==> src/rtl/icache_ctrl_pkg.sv <==
// Shared configuration for the instruction cache controller: widths,
// boolean/zero constants, FSM state encoding and the lookup result record.
package icache_ctrl_pkg;
  localparam int AddrWidth        = 32;
  localparam int InstrWidth       = 32;
  localparam int ICacheIndexWidth = 6;

  localparam logic                  TRUE  = 1'b1;
  localparam logic                  FALSE = 1'b0;
  localparam logic [InstrWidth-1:0] ZERO  = '0;

  // Every fill is one full 4-byte word: byte count minus one.
  localparam logic [1:0] FETCH_OFFSET = 2'b11;

  typedef enum logic [1:0] {
    IDLE      = 2'd0,
    MISS_REQ  = 2'd1,
    MISS_WAIT = 2'd2
  } ic_state_e;

  // Result of probing the array with the fetch PC.
  typedef struct packed {
    logic                  hit;
    logic [InstrWidth-1:0] data;
  } ic_lookup_t;
endpackage

==> src/rtl/icache_ctrl_if.sv <==
// Fetcher + allocator handshake bundle. master = cache side, slave = the
// environment (fetcher and allocator) side.
interface icache_ctrl_if
  import icache_ctrl_pkg::*;
#(
  parameter int ADDR_WIDTH = AddrWidth
);
  logic                  if_req_in;
  logic [ADDR_WIDTH-1:0] if_pc_in;
  logic                  ic_valid_out;
  logic [InstrWidth-1:0] ic_instr_out;
  logic                  ic_to_alloc_en_out;
  logic [ADDR_WIDTH-1:0] ic_a_out;
  logic [1:0]            ic_offset_out;
  logic                  alloc_to_ic_gr_in;
  logic                  alloc_to_ic_en_in;
  logic [InstrWidth-1:0] alloc_d_in;

  modport master (
    input  if_req_in, if_pc_in, alloc_to_ic_gr_in, alloc_to_ic_en_in, alloc_d_in,
    output ic_valid_out, ic_instr_out, ic_to_alloc_en_out, ic_a_out, ic_offset_out
  );

  modport slave (
    output if_req_in, if_pc_in, alloc_to_ic_gr_in, alloc_to_ic_en_in, alloc_d_in,
    input  ic_valid_out, ic_instr_out, ic_to_alloc_en_out, ic_a_out, ic_offset_out
  );
endinterface

==> src/rtl/icache_ctrl_array.sv <==
// Direct-mapped line storage: one word per line. Combinational read port,
// one synchronous write port. Only the valid bits are reset.
module icache_array
  import icache_ctrl_pkg::*;
#(
  parameter int INDEX_WIDTH = ICacheIndexWidth,
  parameter int TAG_WIDTH   = AddrWidth - ICacheIndexWidth - 2
) (
  input  logic                   clk_in,
  input  logic                   rst_in,
  input  logic [INDEX_WIDTH-1:0] rd_idx,
  output logic                   rd_valid,
  output logic [TAG_WIDTH-1:0]   rd_tag,
  output logic [InstrWidth-1:0]  rd_data,
  input  logic                   wr_en,
  input  logic [INDEX_WIDTH-1:0] wr_idx,
  input  logic [TAG_WIDTH-1:0]   wr_tag,
  input  logic [InstrWidth-1:0]  wr_data
);
  localparam int Lines = 1 << INDEX_WIDTH;

  logic [Lines-1:0]                 valid_q;
  logic [Lines-1:0][TAG_WIDTH-1:0]  tag_q;
  logic [Lines-1:0][InstrWidth-1:0] data_q;

  // Valid bits: cleared asynchronously, set when a line is filled.
  always_ff @(posedge clk_in or posedge rst_in) begin
    if (rst_in)     valid_q         <= '0;
    else if (wr_en) valid_q[wr_idx] <= TRUE;
  end

  // Tag/data payload: no reset, contents are meaningless until valid.
  always_ff @(posedge clk_in) begin
    if (wr_en) begin
      tag_q[wr_idx]  <= wr_tag;
      data_q[wr_idx] <= wr_data;
    end
  end

  assign rd_valid = valid_q[rd_idx];
  assign rd_tag   = tag_q[rd_idx];
  assign rd_data  = data_q[rd_idx];
endmodule

==> src/rtl/icache_ctrl.sv <==
// Direct-mapped instruction cache controller. Hits return in one cycle;
// misses latch the PC, request one word from the allocator, fill the line
// and forward the word. A branch clear aborts any miss without writing.
module icache_ctrl
  import icache_ctrl_pkg::*;
#(
  parameter int INDEX_WIDTH = ICacheIndexWidth,
  parameter int ADDR_WIDTH  = AddrWidth
) (
  input  logic          clk_in,
  input  logic          rst_in,
  input  logic          rdy_in,
  input  logic          clear_branch_in,
  icache_ctrl_if.master bus
);
  localparam int TAG_WIDTH = ADDR_WIDTH - INDEX_WIDTH - 2;

  ic_state_e             state_q, state_d;
  logic [ADDR_WIDTH-1:0] miss_pc_q, miss_pc_d;
  logic                  valid_q, valid_d;
  logic                  en_q, en_d;
  logic [InstrWidth-1:0] instr_q, instr_d;
  logic                  fill;

  logic [INDEX_WIDTH-1:0] pc_idx;
  logic [TAG_WIDTH-1:0]   pc_tag;
  logic                   rd_valid;
  logic [TAG_WIDTH-1:0]   rd_tag;
  logic [InstrWidth-1:0]  rd_data;
  ic_lookup_t             lkp;

  assign pc_idx = bus.if_pc_in[INDEX_WIDTH+1:2];
  assign pc_tag = bus.if_pc_in[ADDR_WIDTH-1:INDEX_WIDTH+2];

  icache_array #(
    .INDEX_WIDTH (INDEX_WIDTH),
    .TAG_WIDTH   (TAG_WIDTH)
  ) u_array (
    .clk_in   (clk_in),
    .rst_in   (rst_in),
    .rd_idx   (pc_idx),
    .rd_valid (rd_valid),
    .rd_tag   (rd_tag),
    .rd_data  (rd_data),
    .wr_en    (fill & rdy_in),
    .wr_idx   (miss_pc_q[INDEX_WIDTH+1:2]),
    .wr_tag   (miss_pc_q[ADDR_WIDTH-1:INDEX_WIDTH+2]),
    .wr_data  (bus.alloc_d_in)
  );

  // Probe result for the PC currently presented by the fetcher.
  always_comb begin
    lkp      = '{hit: FALSE, data: ZERO};
    lkp.hit  = rd_valid && (rd_tag == pc_tag);
    lkp.data = rd_data;
  end

  // Next state and next registered outputs; clear beats everything else.
  always_comb begin
    state_d   = state_q;
    miss_pc_d = miss_pc_q;
    valid_d   = FALSE;
    en_d      = en_q;
    instr_d   = instr_q;
    fill      = FALSE;
    if (clear_branch_in) begin
      state_d = IDLE;
      en_d    = FALSE;
    end else begin
      unique case (state_q)
        IDLE: begin
          // The cycle right after a pulse is never a new request.
          if (bus.if_req_in && !valid_q) begin
            if (lkp.hit) begin
              valid_d = TRUE;
              instr_d = lkp.data;
            end else begin
              miss_pc_d = bus.if_pc_in & ~ADDR_WIDTH'(3);
              en_d      = TRUE;
              state_d   = MISS_REQ;
            end
          end
        end
        MISS_REQ: begin
          if (bus.alloc_to_ic_gr_in) begin
            en_d    = FALSE;
            state_d = MISS_WAIT;
          end
        end
        MISS_WAIT: begin
          if (bus.alloc_to_ic_en_in) begin
            fill    = TRUE;
            valid_d = TRUE;
            instr_d = bus.alloc_d_in;
            state_d = IDLE;
          end
        end
        default: state_d = IDLE;
      endcase
    end
  end

  // State and output registers; rdy_in low freezes everything.
  always_ff @(posedge clk_in or posedge rst_in) begin
    if (rst_in) begin
      state_q   <= IDLE;
      miss_pc_q <= '0;
      valid_q   <= FALSE;
      en_q      <= FALSE;
      instr_q   <= ZERO;
    end else if (rdy_in) begin
      state_q   <= state_d;
      miss_pc_q <= miss_pc_d;
      valid_q   <= valid_d;
      en_q      <= en_d;
      instr_q   <= instr_d;
    end
  end

  assign bus.ic_valid_out       = valid_q;
  assign bus.ic_instr_out       = instr_q;
  assign bus.ic_to_alloc_en_out = en_q;
  assign bus.ic_a_out           = miss_pc_q;
  assign bus.ic_offset_out      = FETCH_OFFSET;
endmodule

==> src/flat_wrapper.sv <==
// flat-port wrapper written by rule: the top's interface ports become plain ports
module icache_ctrl_flat import icache_ctrl_pkg::*;
#(
  parameter int INDEX_WIDTH = ICacheIndexWidth,
  parameter int ADDR_WIDTH  = AddrWidth
)
  (clk_in, rst_in, rdy_in, clear_branch_in, bus_if_req_in, bus_if_pc_in, bus_alloc_to_ic_gr_in, bus_alloc_to_ic_en_in, bus_alloc_d_in, bus_ic_valid_out, bus_ic_instr_out, bus_ic_to_alloc_en_out, bus_ic_a_out, bus_ic_offset_out);
  icache_ctrl_if #(.ADDR_WIDTH(ADDR_WIDTH)) bus_i ();
  input  logic clk_in;
  input  logic rst_in;
  input  logic rdy_in;
  input  logic clear_branch_in;
  input wire logic [$bits(bus_i.if_req_in)-1:0] bus_if_req_in;
  input wire logic [$bits(bus_i.if_pc_in)-1:0] bus_if_pc_in;
  input wire logic [$bits(bus_i.alloc_to_ic_gr_in)-1:0] bus_alloc_to_ic_gr_in;
  input wire logic [$bits(bus_i.alloc_to_ic_en_in)-1:0] bus_alloc_to_ic_en_in;
  input wire logic [$bits(bus_i.alloc_d_in)-1:0] bus_alloc_d_in;
  output wire logic [$bits(bus_i.ic_valid_out)-1:0] bus_ic_valid_out;
  output wire logic [$bits(bus_i.ic_instr_out)-1:0] bus_ic_instr_out;
  output wire logic [$bits(bus_i.ic_to_alloc_en_out)-1:0] bus_ic_to_alloc_en_out;
  output wire logic [$bits(bus_i.ic_a_out)-1:0] bus_ic_a_out;
  output wire logic [$bits(bus_i.ic_offset_out)-1:0] bus_ic_offset_out;
  assign bus_i.if_req_in = bus_if_req_in;
  assign bus_i.if_pc_in = bus_if_pc_in;
  assign bus_i.alloc_to_ic_gr_in = bus_alloc_to_ic_gr_in;
  assign bus_i.alloc_to_ic_en_in = bus_alloc_to_ic_en_in;
  assign bus_i.alloc_d_in = bus_alloc_d_in;
  assign bus_ic_valid_out = bus_i.ic_valid_out;
  assign bus_ic_instr_out = bus_i.ic_instr_out;
  assign bus_ic_to_alloc_en_out = bus_i.ic_to_alloc_en_out;
  assign bus_ic_a_out = bus_i.ic_a_out;
  assign bus_ic_offset_out = bus_i.ic_offset_out;
  icache_ctrl #(.INDEX_WIDTH(INDEX_WIDTH), .ADDR_WIDTH(ADDR_WIDTH)) u_core (.clk_in(clk_in), .rst_in(rst_in), .rdy_in(rdy_in), .clear_branch_in(clear_branch_in), .bus(bus_i));
endmodule
==> config.mk <==
export PLATFORM = sky130hd
export DESIGN_NAME = icache_ctrl_flat
export DESIGN_NICKNAME = d
export VERILOG_FILES = /design/src/rtl/icache_ctrl_pkg.sv /design/src/rtl/icache_ctrl_if.sv /design/src/rtl/icache_ctrl_array.sv /design/src/rtl/icache_ctrl.sv /design/src/flat_wrapper.sv
export SDC_FILE = /design/constraint.sdc
export NUM_CORES = 2
export LEC_CHECK = 0
export BUFFER_PORTS_ARGS = -buffer_cell sky130_fd_sc_hd__buf_4
export CORE_ASPECT_RATIO = 2
export CORE_MARGIN = 3
export CORE_UTILIZATION = 30
export CTS_BUF_LIST = sky130_fd_sc_hd__clkbuf_16
export DETAILED_ROUTE_END_ITERATION = 8
export GPL_TIMING_DRIVEN = 1
export PLACE_DENSITY = 0.54
export SLEW_MARGIN = 20
export SYNTH_ARGS = -nofsm -noshare
export SYNTH_HDL_FRONTEND = slang
export SYNTH_SLANG_ARGS = --single-unit
==> constraint.sdc <==
create_clock -name clk_in -period 6.2 [get_ports clk_in]
set_clock_uncertainty 0.2 [all_clocks]
set_input_delay 1.24 -clock clk_in [delete_from_list [all_inputs] [get_ports clk_in]]
set_output_delay 1.24 -clock clk_in [all_outputs]
set_load 0.02 [all_outputs]
==> results.md <==
* Worst-path clk slew at about 70 ps
* Design internal power at 40300 µW
* Synth cell types at roughly 70
* Crit start category: primary input
* Portion of total power attributed to sequential cells at a little under three fifths
* Largest net degree at the start of global routing at ~110
* Pins Over Slew Limit at 0
* Worst Max-Slew Pin Slew at about 1200 ps
* Yosys Warn Count at 0
* Y dimension of the die at just under 1000 µm
* Critical path arrival at roughly 6300 ps
* CTS tree: built
* Net Sw Frac at 23.3%
* H-tree level count at 5
* Status: finished clean
* Overall fraction of global-route tracks in use at between 10% and 20%
* Number of instances in the synthesized netlist at about 6300
* # clock sinks at roughly 3700
* Maximum fanout encountered on the critical timing path at 19
* RR Endpoint: u_core.bus.ic_instr_out[18]$_DFFE_PP0P_
* Remaining routing DRC violations at 0
* Routed wire per std cell at approximately 35 µm
* Number of detailed-route iterations in the first pass at 8
* Startpoint-to-endpoint class of the critical path: in -> reg
* Async set-or-reset flop fraction in the synthesized netlist at 3.50%
* Critical-path top delay cell: sky130_fd_sc_hd__a221oi_1
* Die Width at 494 µm
* Post-CTS setup buffer count at 0
* Cell Count Post-Placement at ~13000
* Core Box Area at ~470000 µm²
* Crit-path max cell delay at 710 ps
* Worst-case reg-to-reg path depth at 13
* Layout cell share with drive strength beyond 1 at 30.1%
* Post-Route Setup TNS at 0 ps
* RSZ-0062 raised after global routing: no
* Row cnt at between 300 and 400
* Most common cell after layout, fill and taps aside: sky130_fd_sc_hd__edfxtp_1
* Final period demand of the worst path at about 5700 ps
* Relative max-transition margin at about a fifth
* Number of synthesized register bits at around 3700
* Number of failing setup endpoints in the final timing report at 0
* Number of antenna violations at the first check in global routing at 18
* Share of total power in the clock network at 37.0%
* EDFF count, synth at roughly 3600
* Timing endpoint of the critical path: u_core.bus.ic_instr_out[18]$_DFFE_PP0P_
* Area of placed instances at 155000 µm²
* Global-route wire length before repair at around 630000 µm
* Minimum setup slack in the final design at about 520 ps
* Cell mode on critical path: sky130_fd_sc_hd__buf_12
* R2R Path Start: u_core.u_array.tag_q[830]$_DFFE_PP_
* Number of hold-slack violations in the final timing report at 0
* Port Buf Inserts at roughly 130
* Initial Utilization at a little under a third
* Worst slack, placed at -309 ps
* Max Cap Viol at 0
* Count of non-filler cells in the finished layout at 13400
* Most frequent cells in the layout: sky130_fd_sc_hd__edfxtp_1, sky130_fd_sc_hd__mux4_2, sky130_fd_sc_hd__buf_4
* Sequential element share of the synthesized area at a little under 80%
* Cell area after layout at 165000 µm²
* Mean area per synthesized cell at between 20 and 25 µm²
* Via count at 70500
* Net switching component of the power at between 10000 and 15000 µW
* Area of the mapped netlist at approximately 140000 µm²
* Hold Crit Class: in -> async
* Die outline area at between 400000 and 500000 µm²
* Type of destination of the critical path: flop
* Final cycle utilization of the critical path at a little over 90%
* Clk root buf: sky130_fd_sc_hd__clkbuf_16
* Worst IR drop on VDD at roughly 0.00023 V
* Worst reg2reg setup slack at 1260 ps
* Placed wire-length estimate after detailed placement at between 200000 and 300000 µm
* Average via count per standard cell at about 5.3
* Worst-Skew Late Latency at roughly 910 ps
* Starting DRT DRC Count at 7233
* CTS Buffer Depth at 4
* Global-route congestion overflow total at 0
* Power Density at roughly 320 nW/µm²
* Highest achievable clock rate at about 0.18 GHz
* Prevailing post-synth register cell: sky130_fd_sc_hd__edfxtp_1
* I/O pin cnt at between 100 and 150
* Number of clock buffers inserted by TritonCTS at 304
* Number of gates resized after CTS at 0
* Comb pwr share at around 7.9%
* Layout-stage area growth over the synthesis result at 15.5%
* Cell Chain, Critical Path: buf_16, buf_12, buf_12, buf_12, buf_4, mux4_2, a221oi_1, mux2i_1, o2111ai_1, nand4_1, buf_4, nand4b_1, nor4_4, buf_12, buf_4, nor3_1, a31oi_1
* Timing startpoint of the critical path: bus_if_pc_in[2]
* Via count of the first global-routing pass at 73600
* Reported leakage power at 0.0522 µW
* Utilization of the core after routing at 34.8%
* Antenna Violating Nets Remaining at 0
* Hold Buf Count CTS at 0
* Final estimated routing congestion in global placement at 0.871
* Net count reported at finish at 6927
* Data required time at the worst endpoint at approximately 6800 ps
* Total detailed-routing wirelength at roughly 470000 µm
[through the flow]
stage                     hold slack (ps)  total power, µW
after floorplan                       234            31400
after global routing                  113            54000
after detailed placement              247            33700
after global placement                245            33600
after CTS                            75.3            53000
final                                 118            52500
[routing by layer]
| metal | vias to the layer above | GRT usage, % | wire [µm] |
|---|---|---|---|
| li1 | 27800 | - | - |
| met1 | 38900 | 19.5 | 152000 |
| met2 | 2816 | 35.6 | 257000 |
| met3 | 942 | 2.94 | 26200 |
| met4 | 14 | 11.1 | 32700 |
| met5 | - | 0.0595 | 121 |
[state kept, by name, summed over array words and instances (netlist names)]
name                           cells
u_core.u_array.tag_q            1536
u_core.state_q                     2
u_core.u_array.data_q           2048
u_core.u_array.valid_q            64
u_core.bus.ic_to_alloc_en_out      1
u_core.bus.ic_a_out               30
u_core.bus.ic_instr_out           32
u_core.bus.ic_valid_out            1
[cells by family (layout without fill, tap and decap cells)]
group | after synthesis | after routing | share of synthesized area (%)
compound gates | 387 | 387 | 1.96
xor+xnor | 10 | 10 | 0.0613
buf+inv | 358 | 1120 | 1.26
other cells | 2 | 8 | 0.00525
flops | 3714 | 3714 | 77.6
simple gates | 578 | 578 | 2.04
mux | 1283 | 1283 | 17.1
[layout make-up]
class	count	area (µm²)
Clock inverter	235	1920
Timing Repair Buffer	565	5720
Fill cell	43900	310000
Clock buffer	311	7780
Multi-Input combinational cell	2262	30800
Sequential cell	3714	111000
Tap cell	6300	7880
Antenna cell	4	10.0
Inverter	9	51.3
[critical path, delay by kind of cell]
kind,cells,cell delay [ps]
buffers and inverters,8,1770
and+or+nand+nor,4,1280
AOI/OAI and AO/OA,3,1080
muxes,2,700
[synthesized netlist by cell type (7+ instances only)]
library cell | instances | area share, %
sky130_fd_sc_hd__edfxtp_1 | 3584 | 75
sky130_fd_sc_hd__mux4_2 | 913 | 14
sky130_fd_sc_hd__mux2i_1 | 308 | 2.2
sky130_fd_sc_hd__a22oi_1 | 145 | 0.76
sky130_fd_sc_hd__clkbuf_1 | 143 | 0.38
sky130_fd_sc_hd__nand2_1 | 142 | 0.37
sky130_fd_sc_hd__dfrtp_1 | 130 | 2.3
sky130_fd_sc_hd__buf_2 | 118 | 0.41
sky130_fd_sc_hd__nor2_1 | 105 | 0.28
sky130_fd_sc_hd__nand3_1 | 71 | 0.25
sky130_fd_sc_hd__or2_2 | 71 | 0.31
sky130_fd_sc_hd__nor3_1 | 46 | 0.16
sky130_fd_sc_hd__a31oi_1 | 44 | 0.19
sky130_fd_sc_hd__buf_4 | 44 | 0.23
sky130_fd_sc_hd__a21oi_1 | 43 | 0.15
sky130_fd_sc_hd__o22ai_1 | 35 | 0.15
sky130_fd_sc_hd__mux2_2 | 33 | 0.26
sky130_fd_sc_hd__mux2_4 | 28 | 0.29
sky130_fd_sc_hd__nor2b_1 | 28 | 0.12
sky130_fd_sc_hd__nand4_1 | 27 | 0.12
sky130_fd_sc_hd__buf_1 | 23 | 0.060
sky130_fd_sc_hd__buf_6 | 20 | 0.16
sky130_fd_sc_hd__nand2b_1 | 15 | 0.066
sky130_fd_sc_hd__o21ai_0 | 14 | 0.049
sky130_fd_sc_hd__and3_1 | 13 | 0.057
sky130_fd_sc_hd__a211oi_1 | 12 | 0.063
sky130_fd_sc_hd__and2_1 | 11 | 0.048
sky130_fd_sc_hd__nor4_1 | 11 | 0.048
sky130_fd_sc_hd__a221oi_1 | 10 | 0.061
sky130_fd_sc_hd__a22o_1 | 9 | 0.055
sky130_fd_sc_hd__nand3b_1 | 9 | 0.047
sky130_fd_sc_hd__a32oi_1 | 8 | 0.049
sky130_fd_sc_hd__o31ai_1 | 8 | 0.042
sky130_fd_sc_hd__inv_1 | 7 | 0.018
sky130_fd_sc_hd__o32ai_1 | 7 | 0.043
sky130_fd_sc_hd__xor2_1 | 7 | 0.043
[how the worst min path moves through the flow]
stage,slack (ps),to,start,cells past startpoint
6_report,120,u_core.bus.ic_instr_out[24]$_DFFE_PP0P_,rst_in,2
4_1_cts,80,u_core.bus.ic_instr_out[20]$_DFFE_PP0P_,rst_in,2
3_5_place_dp,250,u_core.u_array.valid_q[38]$_DFFE_PP0P_,u_core.u_array.valid_q[38]$_DFFE_PP0P_,1
3_3_place_gp,250,u_core.u_array.valid_q[26]$_DFFE_PP0P_,u_core.u_array.valid_q[26]$_DFFE_PP0P_,1
5_1_grt,110,u_core.bus.ic_instr_out[15]$_DFFE_PP0P_,rst_in,2
2_1_floorplan,230,u_core.u_array.valid_q[10]$_DFFE_PP0P_,u_core.u_array.valid_q[10]$_DFFE_PP0P_,1
[power by group through the flow]
stage                     registers [µW]  clock network, µW  logic, µW
after floorplan                    29800                  0       1590
after global placement             29500                  0       4160
after detailed placement           29500                  0       4250
after CTS                          28900              19800       4260
after global routing               28900              20600       4440
final                              28900              19400       4170
(Power assumes the default switching activity.)
